===== src/rtl/imem_loader_pkg.sv =====
// loader_pkg: shared widths, byte-assembly constants and FSM state type for imem_loader
package loader_pkg;
   localparam int DEFAULT_ADDR_W = 19;
   localparam int BYTES_PER_WORD = 4;
   localparam logic [1:0] LAST_BYTE = 2'(BYTES_PER_WORD - 1);
   typedef enum logic [2:0] {LEN, DATA, CSUM, DONE, ERR} loader_state_t;
endpackage


===== src/rtl/imem_loader_if.sv =====
// imem_loader_if: UART byte input, instruction-memory write port and load status
interface imem_loader_if import loader_pkg::*; #(parameter int ADDR_W = DEFAULT_ADDR_W);
   logic              rx_valid;
   logic [7:0]        rx_data;
   logic              imem_we;
   logic [ADDR_W-1:0] imem_addr;
   logic [31:0]       imem_wdata;
   logic              loading;
   logic              load_done;
   logic              load_error;
   logic              fetch_start;
   modport master (input rx_valid, rx_data,
                   output imem_we, imem_addr, imem_wdata, loading, load_done, load_error, fetch_start);
   modport slave (output rx_valid, rx_data,
                  input imem_we, imem_addr, imem_wdata, loading, load_done, load_error, fetch_start);
endinterface


===== src/rtl/imem_loader_byte_assembler.sv =====
// byte_assembler: packs a big-endian byte stream into 32-bit words, flagging the 4th byte
module byte_assembler import loader_pkg::*; (
   input  logic        clk,
   input  logic        rst,
   input  logic        valid,
   input  logic [7:0]  data,
   output logic        word_valid,
   output logic [31:0] word
);
   logic [1:0]  cnt_q;
   logic [23:0] sh_q;
   assign word_valid = valid && cnt_q == LAST_BYTE;
   assign word = {sh_q, data};
   // shift in each accepted byte; the counter wraps naturally every four bytes
   always_ff @(posedge clk)
      if (rst) begin
         cnt_q <= '0;
         sh_q  <= '0;
      end else if (valid) begin
         cnt_q <= cnt_q + 2'd1;
         sh_q  <= {sh_q[15:0], data};
      end
endmodule


===== src/rtl/imem_loader.sv =====
// imem_loader: loads a length-prefixed word stream into instruction memory, then pulses fetch_start
// Optional trailer checksum is compiled in with IMEM_LOADER_CHECKSUM_EN.
module imem_loader import loader_pkg::*; #(
   parameter int ADDR_W = DEFAULT_ADDR_W,
   parameter int DEPTH  = 2**ADDR_W
) (
   input logic clk,
   input logic rst,
   imem_loader_if.master bus
);
`ifdef IMEM_LOADER_CHECKSUM_EN
   localparam loader_state_t FIN = CSUM;
   logic [31:0] acc_q, acc_d;
`else
   localparam loader_state_t FIN = DONE;
`endif
   loader_state_t     state_q, state_d;
   logic [ADDR_W-1:0] wr_addr_q, wr_addr_d, addr_q, addr_d;
   logic [31:0]       wcnt_q, wcnt_d, len_q, len_d, wdata_q, wdata_d, word;
   logic              we_q, we_d, loading_q, loading_d, fetch_q, fetch_d, rx_in, word_valid;
   assign rx_in = bus.rx_valid && state_q inside {LEN, DATA, CSUM};
   byte_assembler u_asm (
      .clk(clk), .rst(rst), .valid(rx_in), .data(bus.rx_data),
      .word_valid(word_valid), .word(word)
   );
   // register FSM state, counters and all outputs
   always_ff @(posedge clk)
      if (rst) begin
         state_q   <= LEN;
         wr_addr_q <= '0;
         wcnt_q    <= '0;
         len_q     <= '0;
         addr_q    <= '0;
         wdata_q   <= '0;
         we_q      <= 1'b0;
         loading_q <= 1'b0;
         fetch_q   <= 1'b0;
`ifdef IMEM_LOADER_CHECKSUM_EN
         acc_q     <= '0;
`endif
      end else begin
         state_q   <= state_d;
         wr_addr_q <= wr_addr_d;
         wcnt_q    <= wcnt_d;
         len_q     <= len_d;
         addr_q    <= addr_d;
         wdata_q   <= wdata_d;
         we_q      <= we_d;
         loading_q <= loading_d;
         fetch_q   <= fetch_d;
`ifdef IMEM_LOADER_CHECKSUM_EN
         acc_q     <= acc_d;
`endif
      end
   // next state: length field, data words (one write per word), optional checksum trailer
   always_comb begin
      state_d   = state_q;
      wr_addr_d = wr_addr_q;
      wcnt_d    = wcnt_q;
      len_d     = len_q;
      addr_d    = addr_q;
      wdata_d   = wdata_q;
      we_d      = 1'b0;
`ifdef IMEM_LOADER_CHECKSUM_EN
      acc_d     = acc_q;
`endif
      unique case (state_q)
         LEN: if (word_valid) begin
            len_d   = word;
            state_d = word > 32'(DEPTH) ? ERR : word == '0 ? FIN : DATA;
         end
         DATA: if (word_valid) begin
            we_d      = 1'b1;
            addr_d    = wr_addr_q;
            wdata_d   = word;
            wr_addr_d = wr_addr_q + ADDR_W'(1);
            wcnt_d    = wcnt_q + 32'd1;
`ifdef IMEM_LOADER_CHECKSUM_EN
            acc_d     = acc_q + word;
`endif
            state_d   = wcnt_q + 32'd1 == len_q ? FIN : DATA;
         end
`ifdef IMEM_LOADER_CHECKSUM_EN
         CSUM: if (word_valid) state_d = word == acc_q ? DONE : ERR;
`endif
         default: ;
      endcase
      loading_d = !(state_d inside {DONE, ERR}) && (loading_q || rx_in);
      fetch_d   = state_d == DONE && state_q != DONE;
   end
   assign bus.imem_we     = we_q;
   assign bus.imem_addr   = addr_q;
   assign bus.imem_wdata  = wdata_q;
   assign bus.loading     = loading_q;
   assign bus.load_done   = state_q == DONE;
   assign bus.load_error  = state_q == ERR;
   assign bus.fetch_start = fetch_q;
endmodule


===== src/flat_wrapper.sv =====
// flat-port wrapper written by rule: the top's interface ports become plain ports
module imem_loader_flat import loader_pkg::*;
#(
   parameter int ADDR_W = DEFAULT_ADDR_W,
   parameter int DEPTH  = 2**ADDR_W
)
  (clk, rst, bus_rx_valid, bus_rx_data, bus_imem_we, bus_imem_addr, bus_imem_wdata, bus_loading, bus_load_done, bus_load_error, bus_fetch_start);
  imem_loader_if #(.ADDR_W(ADDR_W)) bus_i ();
  input logic clk;
  input logic rst;
  input wire logic [$bits(bus_i.rx_valid)-1:0] bus_rx_valid;
  input wire logic [$bits(bus_i.rx_data)-1:0] bus_rx_data;
  output wire logic [$bits(bus_i.imem_we)-1:0] bus_imem_we;
  output wire logic [$bits(bus_i.imem_addr)-1:0] bus_imem_addr;
  output wire logic [$bits(bus_i.imem_wdata)-1:0] bus_imem_wdata;
  output wire logic [$bits(bus_i.loading)-1:0] bus_loading;
  output wire logic [$bits(bus_i.load_done)-1:0] bus_load_done;
  output wire logic [$bits(bus_i.load_error)-1:0] bus_load_error;
  output wire logic [$bits(bus_i.fetch_start)-1:0] bus_fetch_start;
  assign bus_i.rx_valid = bus_rx_valid;
  assign bus_i.rx_data = bus_rx_data;
  assign bus_imem_we = bus_i.imem_we;
  assign bus_imem_addr = bus_i.imem_addr;
  assign bus_imem_wdata = bus_i.imem_wdata;
  assign bus_loading = bus_i.loading;
  assign bus_load_done = bus_i.load_done;
  assign bus_load_error = bus_i.load_error;
  assign bus_fetch_start = bus_i.fetch_start;
  imem_loader #(.ADDR_W(ADDR_W), .DEPTH(DEPTH)) u_core (.clk(clk), .rst(rst), .bus(bus_i));
endmodule

===== config.mk =====
export PLATFORM = sky130hd
export DESIGN_NAME = imem_loader_flat
export DESIGN_NICKNAME = d
export VERILOG_FILES = /design/src/rtl/imem_loader_pkg.sv /design/src/rtl/imem_loader_if.sv /design/src/rtl/imem_loader_byte_assembler.sv /design/src/rtl/imem_loader.sv /design/src/flat_wrapper.sv
export SDC_FILE = /design/constraint.sdc
export NUM_CORES = 1
export LEC_CHECK = 0
export CAP_MARGIN = 10
export CORE_ASPECT_RATIO = 1.4
export CORE_UTILIZATION = 55
export CTS_CLUSTER_SIZE = 20
export DETAILED_ROUTE_END_ITERATION = 12
export GPL_ROUTABILITY_DRIVEN = 0
export PLACE_DENSITY = 0.77
export SLEW_MARGIN = 20
export SYNTH_ARGS = -nofsm -noshare
export SYNTH_HDL_FRONTEND = slang
export SYNTH_SLANG_ARGS = --single-unit

===== constraint.sdc =====
create_clock -name clk -period 3.4 [get_ports clk]
set_input_delay 1.02 -clock clk [delete_from_list [all_inputs] [get_ports clk]]
set_output_delay 1.02 -clock clk [all_outputs]
set_load 0.02 [all_outputs]

# Word level (Yosys, flattened, before mapping)
# Index checks and enable logic that the tools add are counted.
# W data, S select, Z words.
# word_totals
regBits	166
inputBits	11
wordCells	45
output_inout_bits	56
# op_classes
n_lt_le_gt_ge	1
reduce_logical	13
bitwise	1
n_addsub	3
n_mux	7
eq_ne	9
# op_table
operator	count
$add A32 B1 Y32 const B	1
$eq A32 B32 Y1	1
$gt A32 B20 Y1 const B	1
$logic_not A32 Y1	1
$add A19 B1 Y19 const B	1
$eq A3 B2 Y1 const B	3
$mux W3	3
$eq A3 B3 Y1 const B	2
$pmux W3 S2	1
$logic_and A1 B1 Y1	4
$mux W2	2
$reduce_and A2 Y1	2
$eq A3 B1 Y1 const B	1
$logic_not A3 Y1	1
$ne A3 B2 Y1 const B	1
$reduce_bool A3 Y1	1
$add A2 B1 Y2 const B	1
$eq A2 B2 Y1 const B	1
$reduce_bool A2 Y1	1
$reduce_or A2 Y1	1
$logic_not A1 Y1	1
$logic_or A1 B1 Y1	1
$mux W1	1
$not A1 Y1	1

# Depth between registers and ports, before layout
# Gate-level depths: netlist (run 1).
# logic_depth
ltp_word	10
ltp_mapped	11
ltp_nobuf	9

# Hierarchy
# A second synthesis (run 1) with hierarchy kept.
# unflattened
cells_unflattened	913
area_unflattened_um2	7432.1
# by_module_without_submodules
module	area_each_um2	seq_area_each_um2	n_inst	cells_per_inst
imem_loader	6408.6	2802.7	1	819
byte_assembler	1023.5	520.5	1	94

# Worst setup path before layout (run 1)
# Ideal clock, no wire load.
# synth_timing
path_kind	input port to flip-flop
startpoint	in bus_rx_valid
endpoint	reg u_core.addr_q[16] (netlist: u_core.bus.imem_addr[16])
arrival_time_ns	2.617
path_stages	9
n_path_buf	5
t_required_ns	3.329
path_slack_ns	0.713
setup_time_ns	0.071
cell_sequence	and2_1 buf_2 and3_1 clkbuf_1 buf_2 buf_1 clkbuf_1 nand2_1 a21oi_1
# synth_between
elab_chain_len	3
# synth_rtl
item	line_no	source
start, declared	flat_wrapper.sv:11	input wire logic [$bits(bus_i.rx_valid)-1:0] bus_rx_valid;
$logic_and A1 B1 Y1	imem_loader.sv:21	assign rx_in = bus.rx_valid && state_q inside {LEN, DATA, CSUM};
$logic_and A1 B1 Y1	imem_loader_byte_assembler.sv:12	assign word_valid = valid && cnt_q == LAST_BYTE;
$reduce_and A2 Y1 (no line)	-	
end signal, assigned	imem_loader.sv:46	addr_q <= addr_d;
end, declared	imem_loader.sv:18	logic [ADDR_W-1:0] wr_addr_q, wr_addr_d, addr_q, addr_d;
# No other way between the ends.
# A chain may end at the register's enable or synchronous reset.

# Final worst setup path (run 1)
# layout_timing
startpoint	reg u_core.wcnt_q[4]
endpoint	reg u_core.fetch_q (netlist: u_core.bus.fetch_start)
# layout_between
elab_chain_len	7
# layout_rtl
item	line_no	source
start, declared	imem_loader.sv:19	logic [31:0] wcnt_q, wcnt_d, len_q, len_d, wdata_q, wdata_d, word;
start signal, assigned	imem_loader.sv:44	wcnt_q <= wcnt_d;
$add A32 B1 Y32	imem_loader.sv:81	state_d = wcnt_q + 32'd1 == len_q ? FIN : DATA;
$eq A32 B32 Y1	imem_loader.sv:81	
$mux W2	imem_loader.sv:81	
$mux W3	imem_loader.sv:72	DATA: if (word_valid) begin
$pmux W3 S2	imem_loader.sv:67	unique case (state_q)
$eq A3 B2 Y1	imem_loader.sv:89	fetch_d = state_d == DONE && state_q != DONE;
$logic_and A1 B1 Y1	imem_loader.sv:89	
end signal, assigned	imem_loader.sv:50	fetch_q <= fetch_d;
end, declared	imem_loader.sv:20	logic we_q, we_d, loading_q, loading_d, fetch_q, fetch_d, rx_in, word_valid;
# No other way between the ends.

==> impl_metrics.env, run 1 <==
export IMPL_status="finished clean"
export IMPL_drcViolationCount=0
export IMPL_rows=49
export IMPL_hold_viol_final=0
export IMPL_grt_pass1_wl_mm=30.24
export IMPL_fin_nets=999
export IMPL_finClkSkew_ps=13.86
export IMPL_cts_tree="yes"
export IMPL_avgViaCountPerCell=5.606
export IMPL_fin_crit_ps=3218
export IMPL_numCtsBuffers=17
export IMPL_synth_area_leaders="dfxtp_1 45%, nand2_1 13%, a21oi_1 9.1%"
export IMPL_critPathMaxFanout=11
export IMPL_worst_path_most_repeated_cell="buf_4"
export IMPL_cp_data_arrival_time_ps=3590
export IMPL_synth_flop_cell="dfxtp_1"
export IMPL_syn_area_per_cell_sq_um=7.780
export IMPL_cts_root_buf="clkbuf_16"
export IMPL_synth_top_area_share=0.4506
export IMPL_synth_seq_cells=166
export IMPL_port_buffer_count=66
export IMPL_antenna_left=0
export IMPL_ys_async_sr_fraction=0
export IMPL_cts_hold_buffers=0
export IMPL_slew_viol_final=0
export IMPL_synth_edf_count=0
export IMPL_worstPathRequired_ps=3770
export IMPL_start_kind="flop"
export IMPL_slowest_stage="dfxtp_1"
export IMPL_crit_buf_inv=2
export IMPL_synth_nets=962
export IMPL_die_y_um=139.0
export IMPL_grt_max_degree=96
export IMPL_diodes=0
export IMPL_synth_distinct_cells=50
export IMPL_firstDrtPassIters=7
export IMPL_criticalPathCategory="flop to flop"
export IMPL_holdCritStartpoint="u_core.bus.imem_wdata[28]"
export IMPL_die_x_um=99.87
export IMPL_drv_cap=0
export IMPL_setup_violations=0
export IMPL_io_pins=67
export IMPL_grt_util_all_layers=0.2689
export IMPL_grt_remaining_overflow=0
export IMPL_drt_iter0_markers=468
export IMPL_synth_most_common_cell="nand2_1"
export IMPL_syn_area_sq_um=7376
export IMPL_drive_gt1_frac=0.06413
export IMPL_clkTransAtPathRegs_ps=70
export IMPL_fmax_ghz=0.3108
export IMPL_worst_slew_pin_slew_ps=841.9
export IMPL_tns_ps=0
export IMPL_ir_drop_uv=304.8
export IMPL_timing_final_crit_share=0.9464
export IMPL_wl_mm=17.97
export IMPL_synthCells=948
export IMPL_clkSinkCount=166
export IMPL_end_kind="flop"
export IMPL_cp_top_family="simple AND/OR/NAND/NOR gates"
export IMPL_vias=6593
export IMPL_dp_hpwl_mm=12.01
export IMPL_grt_antenna_before_repair=0
export IMPL_hp_class="flop to flop"
export IMPL_ys_seq_area_frac=0.4506
export IMPL_grt_setup_unrepaired="false"
export IMPL_syn_to_final_growth_pct=18.07
export IMPL_holdWs_ps=453.3
export IMPL_htreeDepth=4
export IMPL_synth_commonest_cells="258 x nand2_1, 166 x dfxtp_1, 134 x a21oi_1"
export IMPL_grt_pass1_vias=6203
export IMPL_wl_per_cell_um=15.28
export IMPL_die_area_sq_um=13880
export IMPL_pwr_density_cell_nw_per_um2=453.9
export IMPL_post_cts_setup_buffers=0
export IMPL_core_sq_um=12940
export IMPL_relSlewSlack=0.4374
export IMPL_clk_latency_ps=430
export IMPL_cp_cell_sequence="nand4_2 -> buf_4 -> nor4_1 -> buf_4 -> nand4_1 -> xor2_1 -> o211ai_1 -> or4_1 -> o31ai_2 -> and3_1"
export IMPL_critPathLaunch="u_core.wcnt_q[4]"
export IMPL_synth_area_leader_cell="dfxtp_1"
export IMPL_cp_slowest_stage_delay_ps=540
export IMPL_yosys_warnings=0
export IMPL_clockBufferDepth=2
export IMPL_ctsResizeCount=0
export IMPL_initial_core_util=0.5702
export IMPL_p_leak_nw=2.895
export IMPL_r2r_start="u_core.wcnt_q[4]"
-- stage by stage --
step / util / setup slack, ps / power [mW] / cell area [sq um] / instances
finish: 0.6732 / 182.1 / 3.953 / 8708 / 1176
global route: 0.6732 / 92.40 / 4.068 / 8708 / 1176
CTS: 0.6732 / 279.6 / 3.973 / 8708 / 1176
detailed placement: 0.6290 / 145.0 / 2.128 / 8137 / 1144
global placement: 0.6290 / 184.4 / 2.128 / 8137 / 1144
floorplan: - / 712.9 / 2.083 / 7376 / 948
-- final cells by class --
| class | instances | area, sq um |
|---|---|---|
| clock buffer | 18 | 439.2 |
| multi-input combinational | 710 | 3766 |
| clock inverter | 14 | 132.6 |
| tap | 178 | 222.7 |
| sequential | 166 | 3323 |
| fill | 1035 | 4228 |
| timing repair buffer | 83 | 798.3 |
| inverter | 7 | 26.28 |
-- path summary, 6_finish.rpt --
check | cells past startpoint | to | slack (ps)
max | 10 | u_core.bus.fetch_start | 180
min | 2 | u_core.bus.imem_wdata[28] | 450
max reg2reg | 10 | u_core.bus.fetch_start | 180
min reg2reg | 2 | u_core.bus.imem_wdata[28] | 450
-- registers in the layout (all words and copies together), names as in the netlist --
register                cells
u_core.bus.fetch_start      1
u_core.bus.imem_addr       19
u_core.bus.imem_wdata      32
u_core.bus.imem_we          1
u_core.bus.loading          1
u_core.len_q               32
u_core.state_q              3
u_core.u_asm.cnt_q          2
u_core.u_asm.sh_q          24
u_core.wcnt_q              32
u_core.wr_addr_q           19
-- routing by layer --
metal | wire, um | track usage | vias up | share of wire
li1 | - | - | 3256 | -
met1 | 7709 | 0.3363 | 3103 | 0.43
met2 | 8875 | 0.4475 | 199 | 0.49
met3 | 816 | 0.04587 | 35 | 0.045
met4 | 565 | 0.1238 | 0 | 0.031
met5 | 0 | 0 | - | 0
-- worst min-delay path: cells and delay by family, from the launching register on --
kind | cells | cell delay (ps)
AO/OA/AOI/OAI | 1 | 50
AND/OR/NAND/NOR | 1 | 50
flip-flops | 1 | 310
-- placed cells by master, fill, tap and decap left out, types with 3 or more instances in the layout --
cell and instances:
clkdlybuf4s50_1 65, nand2_1 258, ha_1 3, nor4_1 12, nor2_1 59, inv_1 7, inv_6 6, or3_1 18
nand3_1 30, inv_8 3, dfxtp_1 166, buf_4 17, xor2_1 30, o31ai_1 4, clkbuf_16 17, o211ai_1 4
nand4_1 21, nand2b_1 5, xnor2_1 50, o21ai_0 22, and3_1 10, a21oi_1 134, nor3_1 8, nor2b_1 4
-- logic make-up (layout without fill, tap and decap cells) --
family / after synthesis / count (layout) / share of synthesized area
AO/OA/AOI/OAI: 178 / 178 / 0.1315
XOR/XNOR: 80 / 80 / 0.09500
adder cells (fa/ha/maj): 4 / 4 / 0.006447
buffers and inverters: 72 / 122 / 0.04003
flip-flops: 166 / 166 / 0.4506
multiplexers: 1 / 1 / 0.001357
AND/OR/NAND/NOR: 447 / 447 / 0.2751
-- where the power goes --
group,total (mW),internal [mW],switching (mW),leakage [nW]
combinational,0.106,0.0344,0.0721,1.27
sequential,1.98,1.96,0.0205,1.34
clock,1.87,0.991,0.877,0.281
total,3.95,2.98,0.970,2.90
No activity file was read; power rests on OpenSTA's default activity.
==> run 2: changes to the inputs <==
- CTS_CLUSTER_SIZE: 20 -> 8
- PLACE_DENSITY: 0.77 -> 0.82
==> run 2 against run 1 <==
Via count rose by 0.56%. Critical path depth decreased by 2. Combinational power is essentially flat. Worst setup slack better by 140 ps. Largest cell class unchanged. Utilization fell by 0.068 points.
==> impl_metrics.env, run 2 (synthesis gave the netlist of run 1 again) <==
export IMPL_start_kind="flop"
export IMPL_r2r_start="u_core.wcnt_q[6]"
export IMPL_clockBufferDepth=2
export IMPL_worst_slew_pin_slew_ps=841.4
export IMPL_timing_rr_end="u_core.bus.fetch_start"
export IMPL_rows=49
export IMPL_io_pins=67
export IMPL_setup_violations=0
export IMPL_timing_final_crit_share=0.9043
export IMPL_reg2reg_slack_ps=330
export IMPL_swShare=0.2367
export IMPL_hold_viol_final=0
export IMPL_grt_setup_unrepaired="false"
export IMPL_drt_iter0_markers=517
export IMPL_vias=6630
export IMPL_end_kind="flop"
export IMPL_slowest_stage="nor4_2"
export IMPL_post_cts_setup_buffers=0
export IMPL_grt_pass1_wl_mm=29.03
export IMPL_relSlewSlack=0.4377
export IMPL_clkSinkCount=166
export IMPL_initial_core_util=0.5702
export IMPL_cp_slowest_stage_delay_ps=580
export IMPL_drv_cap=0
export IMPL_port_buffer_count=66
export IMPL_grt_pass1_vias=6126
export IMPL_cts_hold_buffers=0
export IMPL_met1_length_mm=7.467
export IMPL_drcViolationCount=0
export IMPL_critPathLaunch="u_core.wcnt_q[6]"
export IMPL_routed_top_layer="met4"
export IMPL_seqCellArea_sq_um=3323
export IMPL_grt_remaining_overflow=0
export IMPL_cts_root_buf="clkbuf_16"
export IMPL_numCtsBuffers=17
export IMPL_fin_ws_ps=325.4
export IMPL_wl_mm=17.59
export IMPL_p_leak_nw=2.893
export IMPL_die_y_um=139.0
export IMPL_criticalPathCategory="flop to flop"
export IMPL_fmax_ghz=0.3252
export IMPL_holdCritStartpoint="u_core.bus.imem_wdata[26]"
export IMPL_die_x_um=99.87
export IMPL_status="finished clean"
export IMPL_grt_util_all_layers=0.2587
export IMPL_layout_common_cells="258 x nand2_1, 166 x dfxtp_1, 134 x a21oi_1, 65 x clkdlybuf4s50_1, 59 x nor2_1"
export IMPL_combPwrFrac=0.027
export IMPL_routed_wl_met3_um=642
export IMPL_cts_tree="yes"
export IMPL_r2r_cells=8
export IMPL_ctsResizeCount=0
export IMPL_cp_data_arrival_time_ps=3440
export IMPL_layout_commonest_cell="nand2_1"
export IMPL_dp_slack_ps=150.5
export IMPL_finClkSkew_ps=10.52
export IMPL_fin_crit_ps=3075
export IMPL_syn_to_final_growth_pct=17.95
export IMPL_clkTransAtPathRegs_ps=70
export IMPL_whs_path_depth=2
export IMPL_diodes=0
export IMPL_final_core_util=0.6725
export IMPL_critPathMaxFanout=11
export IMPL_firstDrtPassIters=6
export IMPL_routed_wl_met2_mm=8.900
export IMPL_core_sq_um=12940
export IMPL_hp_class="flop to flop"
export IMPL_multi_input_area_sq_um=3766
export IMPL_wl_per_cell_um=14.95
export IMPL_pwr_density_cell_nw_per_um2=450.1
export IMPL_grt_antenna_before_repair=0
export IMPL_seqPwrFrac=0.505
export IMPL_antenna_left=0
export IMPL_dp_hpwl_mm=11.88
export IMPL_die_area_sq_um=13880
export IMPL_worstPathRequired_ps=3770
export IMPL_grt_max_degree=83
export IMPL_drive_gt1_frac=0.06413
export IMPL_whs_endpoint="u_core.bus.imem_wdata[26]"
export IMPL_ir_drop_uv=366.7
export IMPL_slew_viol_final=0
export IMPL_p_int_mw=2.989
export IMPL_clk_latency_ps=420
export IMPL_nFillCells=1029
export IMPL_htreeDepth=4
export IMPL_avgViaCountPerCell=5.638
export IMPL_p_sw_uw=926.9
export IMPL_cp_cell_sequence="nand4_2 -> nor4_2 -> nand3_1 -> xnor2_1 -> o211ai_1 -> or4_1 -> o31ai_2 -> and3_1"
export IMPL_pwr_share_clk=0.467
export IMPL_tns_ps=0
export IMPL_fin_nets=999
[run 2: cell types whose count changed in the layout (fill, tap and decap cells not counted), sizes merged]
cell,previous run,this run
clkbuf,18,19
clkinv,4,5
inv,16,14
[run 2: critical path, delay by kind of cell, from the launching register on]
family | cells | cell delay [ps]
xor+xnor | 1 | 160
compound gates | 2 | 500
simple gates | 5 | 1850
flops | 1 | 510
[run 2: how the worst max path moves through the flow]
stage                                to  slack (ps)
2_1_floorplan  u_core.bus.imem_addr[16]         710
3_3_place_gp     u_core.bus.fetch_start         170
3_5_place_dp     u_core.bus.fetch_start         150
4_1_cts          u_core.bus.fetch_start         350
5_1_grt          u_core.bus.fetch_start          80
6_report         u_core.bus.fetch_start         330
[run 2: per-layer routing]
layer / vias up / GRT usage
li1: 3262 / -
met1: 3131 / 0.3166
met2: 184 / 0.4396
met3: 53 / 0.03982
met4: 0 / 0.1238
met5: - / 0
[run 2: power by group through the flow]
stage | clock, mW | sequential [mW] | combinational [mW]
floorplan | 0 | 2.01 | 0.0677
global placement | 0 | 2.02 | 0.106
detailed placement | 0 | 2.02 | 0.107
CTS | 1.85 | 1.98 | 0.108
global route | 1.94 | 1.98 | 0.117
finish | 1.83 | 1.98 | 0.107
[run 2: stage by stage]
step / hold WS [ps] / cells / power [mW] / area, sq um
2_1_floorplan: 440.0 / 948 / 2.083 / 7376
3_3_place_gp: 441.5 / 1144 / 2.128 / 8137
3_5_place_dp: 446.2 / 1144 / 2.129 / 8137
4_1_cts: 456.1 / 1176 / 3.931 / 8700
5_1_grt: 473.3 / 1176 / 4.033 / 8700
6_report: 454.6 / 1176 / 3.916 / 8700
[run 2: final cells by class]
class                      count  area share
multi-input combinational    710      0.4329
sequential                   166      0.3820
timing repair buffer          83     0.09176
clock buffer                  19     0.05206
tap                          178     0.02560
clock inverter                13     0.01266
inverter                       7    0.003020
==> run 3: changes to the inputs <==
- DONT_BUFFER_PORTS: unset -> 1
- PLACE_DENSITY: 0.82 -> 0.75
==> run 3 against run 2 <==
Clock power grew 2%. First-iteration DRC count shrank 29%. Clock skew increased by 3.3 ps. Combinational power shrank 50%. Critical path type unchanged. Critical endpoint unchanged.
==> impl_metrics.env, run 3 (synthesis gave the netlist of run 1 again) <==
export IMPL_clkSinkCount=166
export IMPL_syn_to_final_growth_pct=8.227
export IMPL_clockBufferDepth=2
export IMPL_fmax_ghz=0.3304
export IMPL_finalInstanceArea_sq_um=7983
export IMPL_numCtsBuffers=17
export IMPL_nFillCells=1156
export IMPL_start_kind="flop"
export IMPL_grt_remaining_overflow=0
export IMPL_slowest_stage="or4_1"
export IMPL_clkTransAtPathRegs_ps=70
export IMPL_pwr_density_cell_nw_per_um2=488.5
export IMPL_worst_slew_pin_slew_ps=872.0
export IMPL_wl_mm=17.02
export IMPL_hp_class="flop to flop"
export IMPL_criticalPathCategory="flop to flop"
export IMPL_setup_violations=0
export IMPL_wl_per_cell_um=15.43
export IMPL_die_y_um=139.0
export IMPL_fin_cells=1103
export IMPL_relSlewSlack=0.4173
export IMPL_worstPathRequired_ps=3770
export IMPL_die_area_sq_um=13880
export IMPL_fin_nets=926
export IMPL_dp_cells=1071
export IMPL_placed_cell_area_sq_um=7413
export IMPL_grt_setup_unrepaired="false"
export IMPL_holdWs_ps=465.4
export IMPL_drv_cap=0
export IMPL_firstDrtPassIters=5
export IMPL_fin_total_pwr_mw=3.899
export IMPL_cts_hold_buffers=0
export IMPL_cts_root_buf="clkbuf_16"
export IMPL_slew_viol_final=0
export IMPL_htreeDepth=4
export IMPL_cp_slowest_stage_delay_ps=530
export IMPL_grt_util_all_layers=0.2584
export IMPL_dp_hpwl_mm=11.57
export IMPL_cp_cell_sequence="ha_1 -> nand3_1 -> nor3_2 -> xnor2_1 -> a2111oi_2 -> nand4_1 -> or4_1 -> o31ai_2 -> and3_1"
export IMPL_layout_common_cells="258 x nand2_1, 166 x dfxtp_1, 134 x a21oi_1, 59 x nor2_1, 50 x xnor2_1"
export IMPL_fin_crit_ps=3026
export IMPL_port_buffer_count=0
export IMPL_crit_buf_inv=0
export IMPL_layout_commonest_cell="nand2_1"
export IMPL_grt_pass1_vias=6013
export IMPL_rows=49
export IMPL_ir_drop_uv=398.9
export IMPL_cts_tree="yes"
export IMPL_vias=6243
export IMPL_timing_final_crit_share=0.8901
export IMPL_finClkSkew_ps=13.86
export IMPL_drcViolationCount=0
export IMPL_cp_data_arrival_time_ps=3400
export IMPL_tns_ps=0
export IMPL_initial_core_util=0.5702
export IMPL_grt_max_degree=166
export IMPL_grt_pass1_wl_mm=28.64
export IMPL_io_pins=67
export IMPL_core_sq_um=12940
export IMPL_cp_top_family="simple AND/OR/NAND/NOR gates"
export IMPL_critPathMaxFanout=7
export IMPL_avgViaCountPerCell=5.660
export IMPL_ctsResizeCount=0
export IMPL_post_cts_setup_buffers=0
export IMPL_clk_latency_ps=430
export IMPL_p_leak_nw=2.624
export IMPL_drt_iter0_markers=367
export IMPL_grt_antenna_before_repair=0
export IMPL_hold_viol_final=0
export IMPL_die_x_um=99.87
export IMPL_status="finished clean"
export IMPL_antenna_left=0
export IMPL_drive_gt1_frac=0.05946
export IMPL_diodes=0
export IMPL_end_kind="flop"
[run 3: path summary, 6_finish.rpt]
check | slack, ps | from | end | cells past startpoint
min | 470 | u_core.u_asm.cnt_q[1] | u_core.u_asm.cnt_q[1] | 2
min reg2reg | 470 | u_core.u_asm.cnt_q[1] | u_core.u_asm.cnt_q[1] | 2
max | 370 | u_core.wcnt_q[0] | u_core.bus.fetch_start | 9
max reg2reg | 370 | u_core.wcnt_q[0] | u_core.bus.fetch_start | 9
[run 3: report_power, final]
part           switching (mW)  internal, mW  total (mW)  leakage [nW]
sequential             0.0217          1.96        1.98          1.34
clock                   0.839          1.03        1.87         0.279
combinational          0.0340        0.0195      0.0535          1.01
[run 3: metal layers]
layer / vias up / track usage / routed length, um
met5: - / 0 / 0
met4: 0 / 0.1533 / 702
met3: 53 / 0.04234 / 577
met2: 145 / 0.4261 / 8458
met1: 2931 / 0.3135 / 7286
li1: 3114 / - / -
[run 3: layout make-up]
cell class | instances | area (sq um) | share of cell area
multi-input combinational | 710 | 3766 | 0.4718
sequential | 166 | 3323 | 0.4163
clock buffer | 18 | 429.2 | 0.05376
tap | 178 | 222.7 | 0.02790
clock inverter | 14 | 140.1 | 0.01755
timing repair buffer | 10 | 75.07 | 0.009404
inverter | 7 | 26.28 | 0.003292
[run 3: per-stage QoR]
stage            util  worst slack [ps]
2_1_floorplan       -             712.9
3_3_place_gp   0.5731             460.8
3_5_place_dp   0.5731             407.5
4_1_cts        0.6171             380.1
5_1_grt        0.6171             179.6
6_report       0.6171             373.7
[run 3: worst register-to-register path: stages (launching register included)]
cell and delay (ps):
dfxtp_1 500, ha_1 330, nand3_1 270, nor3_2 260
xnor2_1 110, a2111oi_2 300, nand4_1 110, or4_1 530
o31ai_2 370, and3_1 200
